===== src/rtl/ee357_mux_pkg.sv =====
// Shared definitions for the ee357 arbitrated multiplexer.
//   MODE_SEL / MODE_RR : values of sel_en selecting explicit or round-robin mode
//   clog2()            : constant function used for parameter consistency checks
package ee357_mux_pkg;

  localparam logic MODE_SEL = 1'b1;
  localparam logic MODE_RR  = 1'b0;

  function automatic int unsigned clog2(input int unsigned n);
    int unsigned r;
    r = 0;
    for (int unsigned v = n - 1; v > 0; v = v >> 1) begin
      r++;
    end
    return r;
  endfunction

endpackage


===== src/rtl/ee357_arb_mux_if.sv =====
// Handshake bundle of ee357_arb_mux.
//   in_data/in_valid/in_ready : NUM_IN producer channels, channel i at [i*WIDTH +: WIDTH]
//   sel/sel_en                : explicit select and mode
//   out_data/out_sel/out_valid/out_ready : registered output channel
// Modports: slave = the mux itself, master = the environment driving it.
interface ee357_arb_mux_if #(
  parameter int unsigned WIDTH  = 32,
  parameter int unsigned NUM_IN = 4,
  parameter int unsigned SEL_W  = 2
);

  logic [NUM_IN*WIDTH-1:0] in_data;
  logic [NUM_IN-1:0]       in_valid;
  logic [NUM_IN-1:0]       in_ready;
  logic [SEL_W-1:0]        sel;
  logic                    sel_en;
  logic [WIDTH-1:0]        out_data;
  logic [SEL_W-1:0]        out_sel;
  logic                    out_valid;
  logic                    out_ready;

  modport slave (
    input  in_data, in_valid, sel, sel_en, out_ready,
    output in_ready, out_data, out_sel, out_valid
  );

  modport master (
    output in_data, in_valid, sel, sel_en, out_ready,
    input  in_ready, out_data, out_sel, out_valid
  );

endinterface


===== src/rtl/ee357_rr_arbiter.sv =====
// Combinational round-robin arbiter.
//   req       : request vector, one bit per channel
//   ptr       : highest-priority channel for this cycle
//   grant     : index of the first requesting channel at or after ptr (wrapping)
//   grant_vld : some channel is requesting
module ee357_rr_arbiter #(
  parameter int unsigned NUM_IN = 4,
  parameter int unsigned SEL_W  = 2
) (
  input  logic [NUM_IN-1:0] req,
  input  logic [SEL_W-1:0]  ptr,
  output logic [SEL_W-1:0]  grant,
  output logic              grant_vld
);

  int unsigned idx;

  // Equivalent to rotate-by-ptr, priority-encode, unrotate: offsets are scanned
  // from farthest to nearest so the channel closest to ptr is the last to win.
  always_comb begin
    grant     = '0;
    grant_vld = 1'b0;
    idx       = 0;
    for (int unsigned k = NUM_IN; k > 0; k--) begin
      idx = (32'(ptr) + k - 1) % NUM_IN;
      if (req[idx]) begin
        grant     = SEL_W'(idx);
        grant_vld = 1'b1;
      end
    end
  end

endmodule


===== src/rtl/ee357_arb_mux.sv =====
// N-input W-bit multiplexer with a registered output stage and valid/ready
// handshakes. Source chosen by explicit select (sel_en=1) or round-robin (sel_en=0).
//   clk   : rising-edge clock
//   rst_n : asynchronous active-low reset
//   bus   : ee357_arb_mux_if slave modport (inputs, selects, output channel)
module ee357_arb_mux
  import ee357_mux_pkg::*;
#(
  parameter int unsigned WIDTH  = 32,
  parameter int unsigned NUM_IN = 4,
  parameter int unsigned SEL_W  = 2
) (
  input logic               clk,
  input logic               rst_n,
  ee357_arb_mux_if.slave    bus
);

  localparam int unsigned SEL_SPAN = 1 << SEL_W;

  if (SEL_W != clog2(NUM_IN)) begin : g_bad_sel_w
    $error("ee357_arb_mux: SEL_W must equal clog2(NUM_IN)");
  end
  if (NUM_IN < 2 || NUM_IN > 16) begin : g_bad_num_in
    $error("ee357_arb_mux: NUM_IN must be in 2..16");
  end

  logic [WIDTH-1:0]    out_data_q, out_data_d;
  logic [SEL_W-1:0]    out_sel_q, out_sel_d;
  logic                out_valid_q, out_valid_d;
  logic [SEL_W-1:0]    rr_ptr_q, rr_ptr_d;

  logic                load_ok;
  logic                transfer;
  logic [SEL_W-1:0]    rr_grant;
  logic                rr_grant_vld;
  logic [SEL_W-1:0]    grant;
  logic                grant_vld;
  logic [SEL_SPAN-1:0] valid_pad;
  logic [WIDTH-1:0]    data_sel;

  ee357_rr_arbiter #(
    .NUM_IN (NUM_IN),
    .SEL_W  (SEL_W)
  ) u_rr_arbiter (
    .req       (bus.in_valid),
    .ptr       (rr_ptr_q),
    .grant     (rr_grant),
    .grant_vld (rr_grant_vld)
  );

  assign load_ok = !out_valid_q || bus.out_ready;

  always_comb begin
    // Padded so a select beyond NUM_IN-1 indexes a defined zero bit.
    valid_pad              = '0;
    valid_pad[NUM_IN-1:0]  = bus.in_valid;
    if (bus.sel_en == MODE_SEL) begin
      grant     = bus.sel;
      grant_vld = (32'(bus.sel) < NUM_IN) && valid_pad[bus.sel];
    end else begin
      grant     = rr_grant;
      grant_vld = rr_grant_vld;
    end
  end

  // rst_n gates the handshake so no producer sees an accept while in reset.
  assign transfer = rst_n && load_ok && grant_vld;

  always_comb begin
    bus.in_ready = '0;
    data_sel     = '0;
    for (int unsigned i = 0; i < NUM_IN; i++) begin
      if (grant == SEL_W'(i)) begin
        bus.in_ready[i] = transfer;
        data_sel        = bus.in_data[i*WIDTH +: WIDTH];
      end
    end
  end

  always_comb begin
    out_data_d  = out_data_q;
    out_sel_d   = out_sel_q;
    out_valid_d = out_valid_q;
    rr_ptr_d    = rr_ptr_q;
    if (transfer) begin
      out_data_d  = data_sel;
      out_sel_d   = grant;
      out_valid_d = 1'b1;
      if (bus.sel_en == MODE_RR) begin
        rr_ptr_d = (grant == SEL_W'(NUM_IN - 1)) ? '0 : grant + 1'b1;
      end
    end else if (bus.out_ready) begin
      out_valid_d = 1'b0;
    end
  end

  always_ff @(posedge clk or negedge rst_n) begin
    if (!rst_n) begin
      out_data_q  <= '0;
      out_sel_q   <= '0;
      out_valid_q <= 1'b0;
      rr_ptr_q    <= '0;
    end else begin
      out_data_q  <= out_data_d;
      out_sel_q   <= out_sel_d;
      out_valid_q <= out_valid_d;
      rr_ptr_q    <= rr_ptr_d;
    end
  end

  assign bus.out_data  = out_data_q;
  assign bus.out_sel   = out_sel_q;
  assign bus.out_valid = out_valid_q;

endmodule


===== src/flat_wrapper.sv =====
// flat-port wrapper written by rule: the top's interface ports become plain ports
module ee357_arb_mux_flat import ee357_mux_pkg::*;
#(
  parameter int unsigned WIDTH  = 32,
  parameter int unsigned NUM_IN = 4,
  parameter int unsigned SEL_W  = 2
)
  (clk, rst_n, bus_in_data, bus_in_valid, bus_sel, bus_sel_en, bus_out_ready, bus_in_ready, bus_out_data, bus_out_sel, bus_out_valid);
  ee357_arb_mux_if #(.WIDTH(WIDTH), .NUM_IN(NUM_IN), .SEL_W(SEL_W)) bus_i ();
  input logic clk;
  input logic rst_n;
  input wire logic [$bits(bus_i.in_data)-1:0] bus_in_data;
  input wire logic [$bits(bus_i.in_valid)-1:0] bus_in_valid;
  input wire logic [$bits(bus_i.sel)-1:0] bus_sel;
  input wire logic [$bits(bus_i.sel_en)-1:0] bus_sel_en;
  input wire logic [$bits(bus_i.out_ready)-1:0] bus_out_ready;
  output wire logic [$bits(bus_i.in_ready)-1:0] bus_in_ready;
  output wire logic [$bits(bus_i.out_data)-1:0] bus_out_data;
  output wire logic [$bits(bus_i.out_sel)-1:0] bus_out_sel;
  output wire logic [$bits(bus_i.out_valid)-1:0] bus_out_valid;
  assign bus_i.in_data = bus_in_data;
  assign bus_i.in_valid = bus_in_valid;
  assign bus_i.sel = bus_sel;
  assign bus_i.sel_en = bus_sel_en;
  assign bus_i.out_ready = bus_out_ready;
  assign bus_in_ready = bus_i.in_ready;
  assign bus_out_data = bus_i.out_data;
  assign bus_out_sel = bus_i.out_sel;
  assign bus_out_valid = bus_i.out_valid;
  ee357_arb_mux #(.WIDTH(WIDTH), .NUM_IN(NUM_IN), .SEL_W(SEL_W)) u_core (.clk(clk), .rst_n(rst_n), .bus(bus_i));
endmodule

===== config.mk =====
export PLATFORM = sky130hd
export DESIGN_NAME = ee357_arb_mux_flat
export DESIGN_NICKNAME = d
export VERILOG_FILES = /design/src/rtl/ee357_mux_pkg.sv /design/src/rtl/ee357_arb_mux_if.sv /design/src/rtl/ee357_rr_arbiter.sv /design/src/rtl/ee357_arb_mux.sv /design/src/flat_wrapper.sv
export SDC_FILE = /design/constraint.sdc
export NUM_CORES = 1
export LEC_CHECK = 0
export ABC_CLOCK_PERIOD_IN_PS = 4700
export CAP_MARGIN = 20
export CORE_MARGIN = 2
export CORE_UTILIZATION = 50
export DETAILED_ROUTE_END_ITERATION = 8
export DONT_BUFFER_PORTS = 1
export PLACE_DENSITY = 0.67
export SYNTH_ARGS = -nofsm -noshare
export SYNTH_HDL_FRONTEND = slang
export SYNTH_SLANG_ARGS = --single-unit

===== constraint.sdc =====
create_clock -name clk -period 4.7 [get_ports clk]
set_clock_uncertainty 0.15 [all_clocks]
set_input_delay 0.94 -clock clk [delete_from_list [all_inputs] [get_ports clk]]
set_output_delay 0.94 -clock clk [all_outputs]
set_load 0.02 [all_outputs]

* Word-level counts from Yosys, hierarchy flattened
Cells that the tools add are included. W data, S select, Z words.
Storage, ports and cells: flip-flop bits (word level) 37, input bits 138, output and inout port bits 39, word-level logic and storage cells 60
Operators by class: add/sub/neg operators 9, order comparisons 5, eq/ne operators 3, muxes and demuxes 31, bitwise operators 1, reduce and logical (&&, ||, !) cells 7
Operator list (count):
- $mux W32 | 4
- $mux W1 | 16
- $lt A2 B3 Y1 const B | 5
- $mux W2 | 6
- $bmux W1 S2 | 5
- $sub A2 B1 Y2 const B | 4
- $add A2 B1 Y2 const B | 3
- $add A2 B2 Y2 const B | 2
- $eq A2 B2 Y1 const B | 2
- $eq A2 B1 Y1 const B | 1
- $logic_and A1 B1 Y1 | 2
- $logic_not A2 Y1 | 1
- $reduce_and A2 Y1 | 1
- $reduce_bool A2 Y1 | 1
- $logic_not A1 Y1 | 1
- $logic_or A1 B1 Y1 | 1
- $not A1 Y1 | 1

* Longest topological paths before layout
Gate-level depths: netlist of run 1.
depth in word-level cells 14, gate-level depth with buffers 11, depth with buffers taken out 9

* Modules after synthesis
Synthesis of run 1 repeated with hierarchy kept, for this count alone.
Unflattened totals: cell total of the unflattened synthesis 270, area, all modules 2736.4 µm²
By module, submodules not included:
- ee357_arb_mux | instances 1, cells an instance 257, area each 2658.8 µm², sequential area each 925.9 µm²
- ee357_rr_arbiter | instances 1, cells an instance 13, area each 77.6 µm², sequential area each 0.0 µm²

* Worst setup path after synthesis of run 1
No wires, ideal clock.
path kind in2out, start point in bus_in_valid[1], end point out bus_in_ready[2], data arrival time 2.976 ns, data required time 3.610 ns, slack 0.634 ns, stages on the path 8, buffers on the path 2, cell sequence a21boi_0 > o221a_2 > a2111oi_0 > or2_2 > ha_1 > clkbuf_1 > clkbuf_1 > and2_1
On the way: word-level cells in the longest chain between the ends 9
Ends and longest elaborated chain:
- start, declared | RTL line flat_wrapper.sv:13 | input wire logic [$bits(bus_i.in_valid)-1:0] bus_in_valid;
- $bmux W1 S2 | RTL line ee357_rr_arbiter.sv:26 | if (req[idx]) begin
- $mux W1 (not written as such) | RTL line ee357_rr_arbiter.sv:26
- $mux W2 / $mux W1 (equally long branches) (4 in series) | RTL line ee357_rr_arbiter.sv:26
- $mux W2 / $mux W1 (equally long branches) | RTL line ee357_arb_mux.sv:57 | if (bus.sel_en == MODE_SEL) begin
- $eq A2 B2 Y1 / $logic_and A1 B1 Y1 (equally long branches) | RTL line ee357_arb_mux.sv:73, ee357_arb_mux.sv:67
- $mux W1 (*) | RTL line ee357_arb_mux.sv:73 | if (grant == SEL_W'(i)) begin
- end, declared | RTL line flat_wrapper.sv:17 | output wire logic [$bits(bus_i.in_ready)-1:0] bus_in_ready;
Mark *: on every way between the ends. The rest lies on a longest branch, timed or not. The select of a mux whose other input is x is not followed.

* Final worst setup path of run 1
start point in bus_in_valid[1], end point out bus_in_ready[1]
On the way: word-level cells in the longest chain between the ends 9
Ends and longest elaborated chain:
- $bmux W1 S2 | RTL line ee357_rr_arbiter.sv:26
- $mux W1 (not written as such) | RTL line ee357_rr_arbiter.sv:26
- $mux W2 (3 in series) | RTL line ee357_rr_arbiter.sv:26
- $mux W2 (*) | RTL line ee357_rr_arbiter.sv:26
- $mux W2 (*) | RTL line ee357_arb_mux.sv:57
- net u_core.grant[0] | RTL line ee357_arb_mux.sv:36 | logic [SEL_W-1:0] grant;
- $eq A2 B1 Y1 (*) | RTL line ee357_arb_mux.sv:73
- $mux W1 (*) | RTL line ee357_arb_mux.sv:73
The timed path passes the listed nets; every way through them passes the cells marked *. The select of a mux whose other input is x is not followed.

==> flow_summary.ini, run 1 <==
[outcome]
status = completed

[global_routing]
overflow = 0
grt_pass1_vias = 2069
grt_pass1_wl_mm = 10.3
antenna_found_initial = 0
grt_max_degree = 65
track_usage = 0.212

[detailed_routing]
viasPerCell = 6.47
first_iter_violations = 79
wl_mm = 6.52
avgRoutedWirePerCell_um = 19.9
vias = 2122
dr.pass1.iters = 4
drcViolationCount = 0
ant_nets = 0

[finish]
fill_cells = 464
final_nets = 400
diodes = 0
area.sequential_um2 = 926
area_delta_synth_final_pct = 3.54
utilization = 0.545
drive_gt1_frac = 0.217
multi_input_area_um2 = 1660

[clocking]
clk_pin_slew_ns = 0.07
cts_tree = done
cts-root-buf = clkbuf_8
clock_sinks = 37
clk_latency_ns = 0.27
numCtsBuffers = 5
cts_setup_buffers = 0
clk_path_buf_depth = 2
cts_max_level = 2
hold_buffers = 0
cts_resized = 0

[synth]
yosysSeqAreaShare = 0.340
synth_common_cells = 37 x dfrtp_1, 35 x nand2_1, 33 x nor2b_1, 32 x o31ai_1, 31 x a221oi_1
synthesis.area_um2 = 2720
ys_types = 30
yosys_register_bits = 37
async_reset_ff_frac = 1.00
synth_edf_count = 0
yosysMostFrequentCell = dfrtp_1
synthCells = 269
syn_avg_cell_area_um2 = 10.1
synthTopCellsByArea = dfrtp_1 34%, mux2_4 14%, a221oi_1 10%
yosysWarningCount = 0
synth_top_cell_area_share = 0.340
synthDominantAreaCellType = dfrtp_1
syn_nets = 411
synth_ff_type = dfrtp_1

[die]
ios = 177
core-area_um2 = 5170
die_area_um2 = 6050
rows = 26
start_util = 0.527
die_w_um = 77.8
die_h_um = 77.8

[sta]
final.period_utilization = 0.825
finalSetupViolCount = 0
worst_pin_slew_ns = 0.736
fin_tns_setup_ns = 0
fmaxAchievable_mhz = 258
hold_viol_final = 0
slew_violations = 0
final.min_clock_period_ns = 3.88
rsz0062_at_grt = no
slew_headroom = 0.497

[critical_path]
critical_path.max_fanout = 12
rrSetupSlack_ns = 1.17
critPathLaunch = bus_in_valid[1]
cp-start-kind = primary input
cp.arrival_ns = 2.79
critical_path_class = primary input to output port
required_ns = 3.61
r2r_start = u_core.rr_ptr_q[1]
cp-end-kind = output port

[pwr]
p_comb_frac = 0.347
p_int_w = 0.000866
p_per_area_nw_per_um2 = 521
switching_share = 0.410
vdd.ir_drop.worst_mv = 0.200
p_seq_frac = 0.502
p_leak_nw = 1.12
power_switching_w = 0.000602
clkPwrFrac = 0.151

[placement]
hpwl_mm = 4.80
portBuffers = 0
place_congestion = 0.817

[worst_hold_path]
hold_path.class = primary input to asynchronous set/reset pin

[flow_run]
drv_cap = 0
==> cell families after synthesis <==
family / after synthesis / share of synthesized area
buffers and inverters: 28 / 0.0533
AOI/OAI and AO/OA: 83 / 0.249
muxes: 35 / 0.181
and+or+nand+nor: 82 / 0.159
DFF: 37 / 0.340
adders and majority gates: 4 / 0.0184
==> state kept, by name (all words and copies together), names as in the netlist <==
| signal | count |
|---|---|
| u_core.bus.out_data | 32 |
| u_core.bus.out_sel | 2 |
| u_core.bus.out_valid | 1 |
| u_core.rr_ptr_q | 2 |
==> power by group through the flow <==
| stage | sequential [W] | combinational, W | clock (W) |
|---|---|---|---|
| after floorplan | 0.000700 | 0.000453 | 0 |
| after global placement | 0.000744 | 0.000500 | 0 |
| after detailed placement | 0.000743 | 0.000514 | 0 |
| after CTS | 0.000741 | 0.000514 | 0.000230 |
| after global routing | 0.000758 | 0.000568 | 0.000241 |
| final | 0.000737 | 0.000509 | 0.000222 |
==> layer usage <==
metal / part of all wire / global-route usage
met1: 0.42 / 0.267
met4: 0.012 / 0.0643
met5: 0 / 0
met3: 0.096 / 0.0698
met2: 0.47 / 0.345
==> final timing paths <==
path,to,cells past startpoint
worst max-delay path,bus_in_ready[1],6
worst min-delay path,u_core.bus.out_data[19],0
worst max register to register,u_core.bus.out_data[16],10
min in group clk,u_core.rr_ptr_q[0],1
worst min register to register,u_core.rr_ptr_q[0],1
max in group asynchronous,u_core.bus.out_sel[1],0
==> area by class of cell <==
type / instances / share of cell area
Inverter: 4 / 0.00532
Clock buffer: 7 / 0.0306
Multi-Input combinational cell: 204 / 0.589
Sequential cell: 37 / 0.328
Timing Repair Buffer: 6 / 0.0160
Tap cell: 70 / 0.0311
==> stage by stage <==
step           hold WS (ns)  cells  power [W]  area (um2)  setup slack (ns)
3_3_place_gp          0.468    321    0.00124        2730             0.788
3_5_place_dp          0.474    321    0.00126        2730             0.702
6_report              0.201    328    0.00147        2820             0.822
2_1_floorplan         0.415    269    0.00115        2720             0.634
5_1_grt               0.183    328    0.00157        2820             0.692
4_1_cts               0.190    328    0.00148        2820             0.820
==> layout by cell type (no fill, tap or decap) <==
cell,count
dfrtp_1,37
nand2_1,35
o31ai_1,32
nor2b_1,32
a221oi_1,31
mux2_4,26
mux2_2,9
clkbuf_8,6
buf_4,6
a21oi_1,5
inv_1,4
nand2b_1,4
and2_1,4
o21ai_0,4
a21boi_0,2
nor2_1,2
a2111oi_0,2
ha_2,2
ha_1,2
o211ai_1,1
o221a_2,1
or2_2,1
or4_4,1
o211ai_4,1
o22ai_4,1
nor2_4,1
nor2b_2,1
and4b_1,1
o211a_1,1
o41ai_1,1
a22o_1,1
clkbuf_1,1
==> worst max-delay path, stage by stage <==
cell and delay, ns:
a21boi_0 0.10, o221a_2 0.28, a2111oi_0 0.65, nor2_1 0.16
ha_1 0.38, and2_1 0.27
Note: power is estimated with default switching activity, not from simulation.
==> inputs of run 2 (changes only) <==
ABC_AREA = 1   (was default)
ABC_CLOCK_PERIOD_IN_PS = 3700   (was 4700)
clock period = 3.7 ns   (was 4.7 ns; I/O delays follow)
==> run 2 against run 1 <==
Compared with the run above: via count increased by 26%; final area increased by 5.1%; sequential cell count unchanged; routed wire length increased by 14%; die area increased by 4.4%; power increased by 84%; count of clock-buffer cells in the layout increased by 1; first-iteration DRC count increased by 35%; clock power increased by 19%; critical path type is now register to output port; highest routed layer unchanged.
==> flow_summary.ini, run 2 <==
[detailed_routing]
first_iter_violations = 107
ant_nets = 0
dr.pass1.iters = 4
vias = 2674
wl_mm = 7.40
drcViolationCount = 0
avgRoutedWirePerCell_um = 15.2
viasPerCell = 5.49

[die]
die_h_um = 79.5
ios = 177
core-area_um2 = 5510
rows = 27
die_area_um2 = 6320
start_util = 0.518
die_w_um = 79.5

[clocking]
clk_pin_slew_ns = 0.07
clock_sinks = 37
cts_tree = done
cts-root-buf = clkbuf_8
clk_path_buf_depth = 2
clk_latency_ns = 0.28
cts_max_level = 2
numCtsBuffers = 5

[worst_hold_path]
hold_path.class = primary input to asynchronous set/reset pin

[pwr]
p_comb_frac = 0.546
p_int_w = 0.00124
clkPwrFrac = 0.098
power_switching_w = 0.00146
p_leak_nw = 1.61
switching_share = 0.541
p_per_area_nw_per_um2 = 913
vdd.ir_drop.worst_mv = 0.356
p_seq_frac = 0.356

[synth]
yosysMostFrequentCell = nand2_1
synth_common_cells = 204 x nand2_1, 39 x o21ai_0, 37 x dfrtp_1, 35 x a21oi_1, 28 x o211ai_2
synthesis.area_um2 = 2850
synth_edf_count = 0
syn_avg_cell_area_um2 = 6.69
yosysSeqAreaShare = 0.325
synthCells = 426
async_reset_ff_frac = 1.00
syn_nets = 568
synth_ff_type = dfrtp_1
yosysWarningCount = 0
ys_types = 22
synthTopCellsByArea = dfrtp_1 32%, nand2_1 27%, o211ai_2 12%
synth_top_cell_area_share = 0.325
synthDominantAreaCellType = dfrtp_1
yosys_register_bits = 37

[sta]
slew_headroom = 0.494
fin_tns_setup_ns = 0
hold_viol_final = 0
worst_pin_slew_ns = 0.758
final.min_clock_period_ns = 3.20
final.period_utilization = 0.866
final.setup.worst_slack_ns = 0.496
rsz0062_at_grt = no
slew_violations = 0
finalSetupViolCount = 0
fmaxAchievable_mhz = 312

[global_routing]
grt_use_met1 = 0.278
grt_busiest_layer = met2
grt_pass1_wl_mm = 11.5
use_met3 = 0.0520
grt_max_degree = 65
antenna_found_initial = 0
overflow = 0
grt_pass1_vias = 2424
track_usage = 0.231
grtUsageMet2 = 0.419

[finish]
utilization = 0.539
largest_reg_flops = 32
drive_gt1_frac = 0.133
diodes = 0
area_delta_synth_final_pct = 3.99
final_cells = 487
layout.cells.most_common = nand2_1
final_nets = 556
layout_common_cells = 204 x nand2_1, 39 x o21ai_0, 37 x dfrtp_1, 35 x a21oi_1, 28 x o211ai_2

[placement]
portBuffers = 0
hpwl_mm = 5.39
place_ws_ns = 0.560
place_congestion = 0.838
placedCellCount = 478

[critical_path]
required_ns = 2.81
path_buf_inv = 4
path_depth = 15
slowest_stage = dfrtp_1
critical_path.max_fanout = 10
endpoint = bus_in_ready[1]
cp-start-kind = register
r2r_start = u_core.rr_ptr_q[0]
crit_chain = inv_4 > nand2_1 > nand2_1 > nand2_2 > nand2_2 > nor2_2 > nor2_1 > nand2_1 > nand3_1 > nand2_1 > inv_1 > ha_1 > inv_1 > nor2_1 > buf_4
critical_path_class = register to output port
cp-end-kind = output port
cpMostUsedCell = nand2_1
rrSetupSlack_ns = 0.65
regToRegEndpoint = u_core.bus.out_data[30]
worst_path_largest_cell_delay_ns = 0.55
critPathLaunch = u_core.rr_ptr_q[0]
crit_family = simple AND/OR/NAND/NOR gates
worst-r2r-cell-count = 17
cp.arrival_ns = 2.31

[flow_run]
drv_cap = 0

[outcome]
status = completed
[run 2: changes by cell type after synthesis, sizes merged, moves of 30 or more]
cell	previous run	this run
o211ai	2	32
mux2	35	0
a221oi	31	0
nor2b	33	0
o21ai	4	39
nand2	35	209
a21oi	5	35
o31ai	32	0
[run 2: worst min-delay path by stage]
stage | end | slack, ns | cells past startpoint
after floorplan | u_core.bus.out_data[0] | 0.29 | 0
after global placement | u_core.bus.out_valid | 0.30 | 0
after detailed placement | u_core.bus.out_valid | 0.30 | 0
after CTS | u_core.bus.out_valid | 0.14 | 1
after global routing | u_core.bus.out_data[23] | 0.14 | 1
final | u_core.bus.out_data[18] | 0.14 | 1
[run 2: kinds of logic after synthesis]
| logic type | share of synthesized area |
|---|---|
| buffers and inverters | 0.0834 |
| flip-flops | 0.325 |
| AND/OR/NAND/NOR | 0.311 |
| adder cells (fa/ha/maj) | 0.0176 |
| AO/OA/AOI/OAI | 0.263 |
[run 2: power groups by stage]
stage | Sequential [W] | Combinational, W | Clock, W
after floorplan | 0.000906 | 0.00125 | 0
after global placement | 0.000972 | 0.00144 | 0
after detailed placement | 0.000972 | 0.00148 | 0
after CTS | 0.000968 | 0.00149 | 0.000274
after global routing | 0.000987 | 0.00173 | 0.000292
final | 0.000964 | 0.00148 | 0.000264
[run 2: metal layers]
metal	wire (um)	share of wire
met5	0	0
met4	33	0.0045
met3	626	0.085
met2	3610	0.49
met1	3130	0.42
[run 2: what timing repair did]
action / 4_1_cts / 5_1_grt
setup endpoints to repair: 0 / 0
buffers inserted: 0 / 0
hold endpoints to repair: 37 / 0
gates resized for setup: 0 / 0
hold buffers: 1 / 0
[run 2: metrics by stage]
step / total power (W) / instance area [um2] / hold WS (ns)
global route: 0.00301 / 2970 / 0.145
finish: 0.00271 / 2970 / 0.139
global placement: 0.00241 / 2870 / 0.296
CTS: 0.00274 / 2970 / 0.143
floorplan: 0.00216 / 2850 / 0.294
detailed placement: 0.00245 / 2870 / 0.296
[run 2: area by class of cell]
class	instances	area [um2]
inverters	21	83.8
fillers	560	2540
clock buffers	8	80.1
repair buffers	11	95.1
flip-flops and latches	37	926
multi-input cells	338	1690
well taps	72	90.1
[run 2: worst reg2reg max path: stages, from the launching register on]
cell and delay [ns]:
dfrtp_1 0.55, inv_4 0.08, nand2_1 0.07, nand2_1 0.08, nand2_2 0.10, nand2_2 0.07, nor2_2 0.15, nor2_1 0.06
nand2_1 0.08, nand3_1 0.10, nand2_1 0.12, inv_1 0.07, ha_1 0.20, inv_2 0.05, buf_4 0.59, nand2_1 0.24
o211ai_2 0.11, nand2_1 0.06
==> inputs of run 3 (changes only) <==
PLACE_DENSITY = default   (was 0.67)
SYNTH_HIERARCHICAL = 1   (was default)
==> run 3 against run 2 <==
Compared with the run above: area after synthesis increased by 5.7%; critical path depth rose by 1; first-iteration DRC count grew 1.9%.
==> flow_summary.ini, run 3 <==
[outcome]
status = completed

[synth]
syn_nets = 662
synth_common_cells = 222 x nand2_1, 78 x nand3_1, 71 x nor2_1, 37 x dfrtp_1, 32 x a21oi_1
synthesis.area_um2 = 3010
yosysMostFrequentCell = nand2_1
yosys_register_bits = 37
syn_avg_cell_area_um2 = 5.80
synthTopCellsByArea = dfrtp_1 31%, nand2_1 28%, nand3_1 13%
ys_types = 23
yosysWarningCount = 6
synthDominantAreaCellType = dfrtp_1
synthCells = 520
yosysSeqAreaShare = 0.307
synth_edf_count = 0
async_reset_ff_frac = 1.00
synth_top_cell_area_share = 0.307
synth_ff_type = dfrtp_1

[die]
start_util = 0.512
rows = 28
ios = 177
die_area_um2 = 6670
die_h_um = 81.6
die_w_um = 81.6
core-area_um2 = 5890

[critical_path]
cp-end-kind = output port
cp-start-kind = register
critical_path_class = register to output port
worst-r2r-cell-count = 21
critical_path.max_fanout = 11
required_ns = 2.81
cp.arrival_ns = 2.25

[clocking]
cts_setup_buffers = 0
clk_latency_ns = 0.29
cts_max_level = 2
numCtsBuffers = 5
cts_tree = done
clock_sinks = 37
cts_resized = 0
clk_path_buf_depth = 2
clk_pin_slew_ns = 0.08
cts-root-buf = clkbuf_8

[detailed_routing]
vias = 3202
first_iter_violations = 109
wl_mm = 8.93
drcViolationCount = 0
dr.pass1.iters = 5
viasPerCell = 5.50
ant_nets = 0
avgRoutedWirePerCell_um = 15.3

[global_routing]
use_met3 = 0.0637
grt_pass1_wl_mm = 13.4
grt_pass1_vias = 2848
track_usage = 0.261
grt_use_met1 = 0.306
antenna_found_initial = 0
overflow = 0
grt_busiest_layer = met2
grtUsageMet2 = 0.473
grt_max_degree = 65

[pwr]
p_comb_frac = 0.549
vdd.ir_drop.worst_mv = 0.379
power_switching_w = 0.00150
clkPwrFrac = 0.104
total_power_w = 0.00272
p_seq_frac = 0.347
p_per_area_nw_per_um2 = 865
p_int_w = 0.00122
switching_share = 0.552
p_leak_nw = 1.77

[finish]
final_nets = 648
final_area_um2 = 3150
area_delta_synth_final_pct = 4.48
utilization = 0.535
layout.cells.most_common = nand2_1
drive_gt1_frac = 0.0789
diodes = 0
layout_common_cells = 222 x nand2_1, 78 x nand3_1, 71 x nor2_1, 37 x dfrtp_1, 32 x a21oi_1
largest_reg_flops = 32

[sta]
final.min_clock_period_ns = 3.14
hold_viol_final = 0
slew_violations = 0
finalSetupViolCount = 0
final.period_utilization = 0.850
slew_headroom = 0.603
fin_tns_setup_ns = 0
rsz0062_at_grt = no
fmaxAchievable_mhz = 318
worst_pin_slew_ns = 0.595

[placement]
hpwl_mm = 6.12
place_congestion = 0.875
placement.cell_area_um2 = 3040
portBuffers = 0

[flow_run]
drv_cap = 0

[worst_hold_path]
hold_path.class = primary input to asynchronous set/reset pin
run 3: changes by cell type after synthesis, sizes merged:
cell    change
o21a        +1
buf         +7
a21oi       -3
nand3      +73
nor2       +61
nand2      +21
nor3        -1
o211ai     -32
o21ai      -34
inv         +2
clkbuf      -1
run 3: path summary, 6_finish.rpt:
| kind | slack, ns | to | startpoint |
|---|---|---|---|
| setup / recovery | 0.56 | bus_in_ready[0] | u_core/rr_ptr_q[0] |
| hold / removal | 0.13 | u_core/bus.out_data[4] | rst_n |
| setup reg to reg | 0.93 | u_core/bus.out_data[6] | u_core/rr_ptr_q[0] |
| hold reg to reg | 0.46 | u_core/rr_ptr_q[1] | u_core/rr_ptr_q[1] |
| max in group asynchronous | 3.08 | u_core/bus.out_valid | rst_n |
| min in group clk | 0.37 | u_core/bus.out_valid | bus_out_ready |
run 3: final cells by class:
class / instances / area [um2]
clock buffer: 5 / 68.8
multi-input combinational: 424 / 1830
tap: 75 / 93.8
timing repair buffer: 15 / 125
sequential: 37 / 926
fill: 615 / 2740
inverter: 23 / 88.8
clock inverter: 3 / 17.5
run 3: timing repair:
item / CTS / global route
endpoints found under the setup margin: 0 / 0
hold buffers: 1 / 0
hold endpoints to repair: 37 / 0
run 3: metal layers:
| layer | share of wire | vias up |
|---|---|---|
| li1 | - | 1599 |
| met5 | 0 | - |
| met2 | 0.49 | 146 |
| met1 | 0.40 | 1441 |
| met3 | 0.096 | 16 |
| met4 | 0.017 | 0 |
run 3: cells by family (layout without fill, tap and decap cells):
kind of cell               count (synthesis)  in the layout  synth area share
and+or+nand+nor                          382            382             0.524
AOI/OAI and AO/OA                         38             38            0.0652
adders and majority gates                  4              4            0.0166
DFF                                       37             37             0.307
buffers and inverters                     59             46            0.0868
run 3: per-stage QoR:
| step | hold slack, ns | cells | setup WS, ns |
|---|---|---|---|
| final | 0.129 | 582 | 0.556 |
| after global routing | 0.137 | 582 | 0.346 |
| after CTS | 0.128 | 582 | 0.552 |
| after detailed placement | 0.296 | 573 | 0.708 |
| after global placement | 0.296 | 573 | 0.731 |
| after floorplan | 0.294 | 520 | 0.397 |
run 3: critical path, cell delays in order, from the launching register on:
cell and delay (ns):
dfrtp_1 0.59, inv_4 0.09, nand2_2 0.07, nand2_2 0.07
inv_2 0.07, nand2_2 0.05, nand3_1 0.10, nand2_1 0.05
nand2_1 0.05, nand2_1 0.05, nand2_1 0.06, nand2_1 0.10
inv_1 0.12, ha_1 0.18, inv_1 0.05, nor2_1 0.10
buf_4 0.17
run 3: power groups by stage:
stage	registers (W)	clock network [W]	logic, W
after floorplan	0.000879	0	0.00124
after global placement	0.000958	0	0.00145
after detailed placement	0.000952	0	0.00149
after CTS	0.000949	0.000292	0.00150
after global routing	0.000966	0.000307	0.00175
final	0.000944	0.000284	0.00150
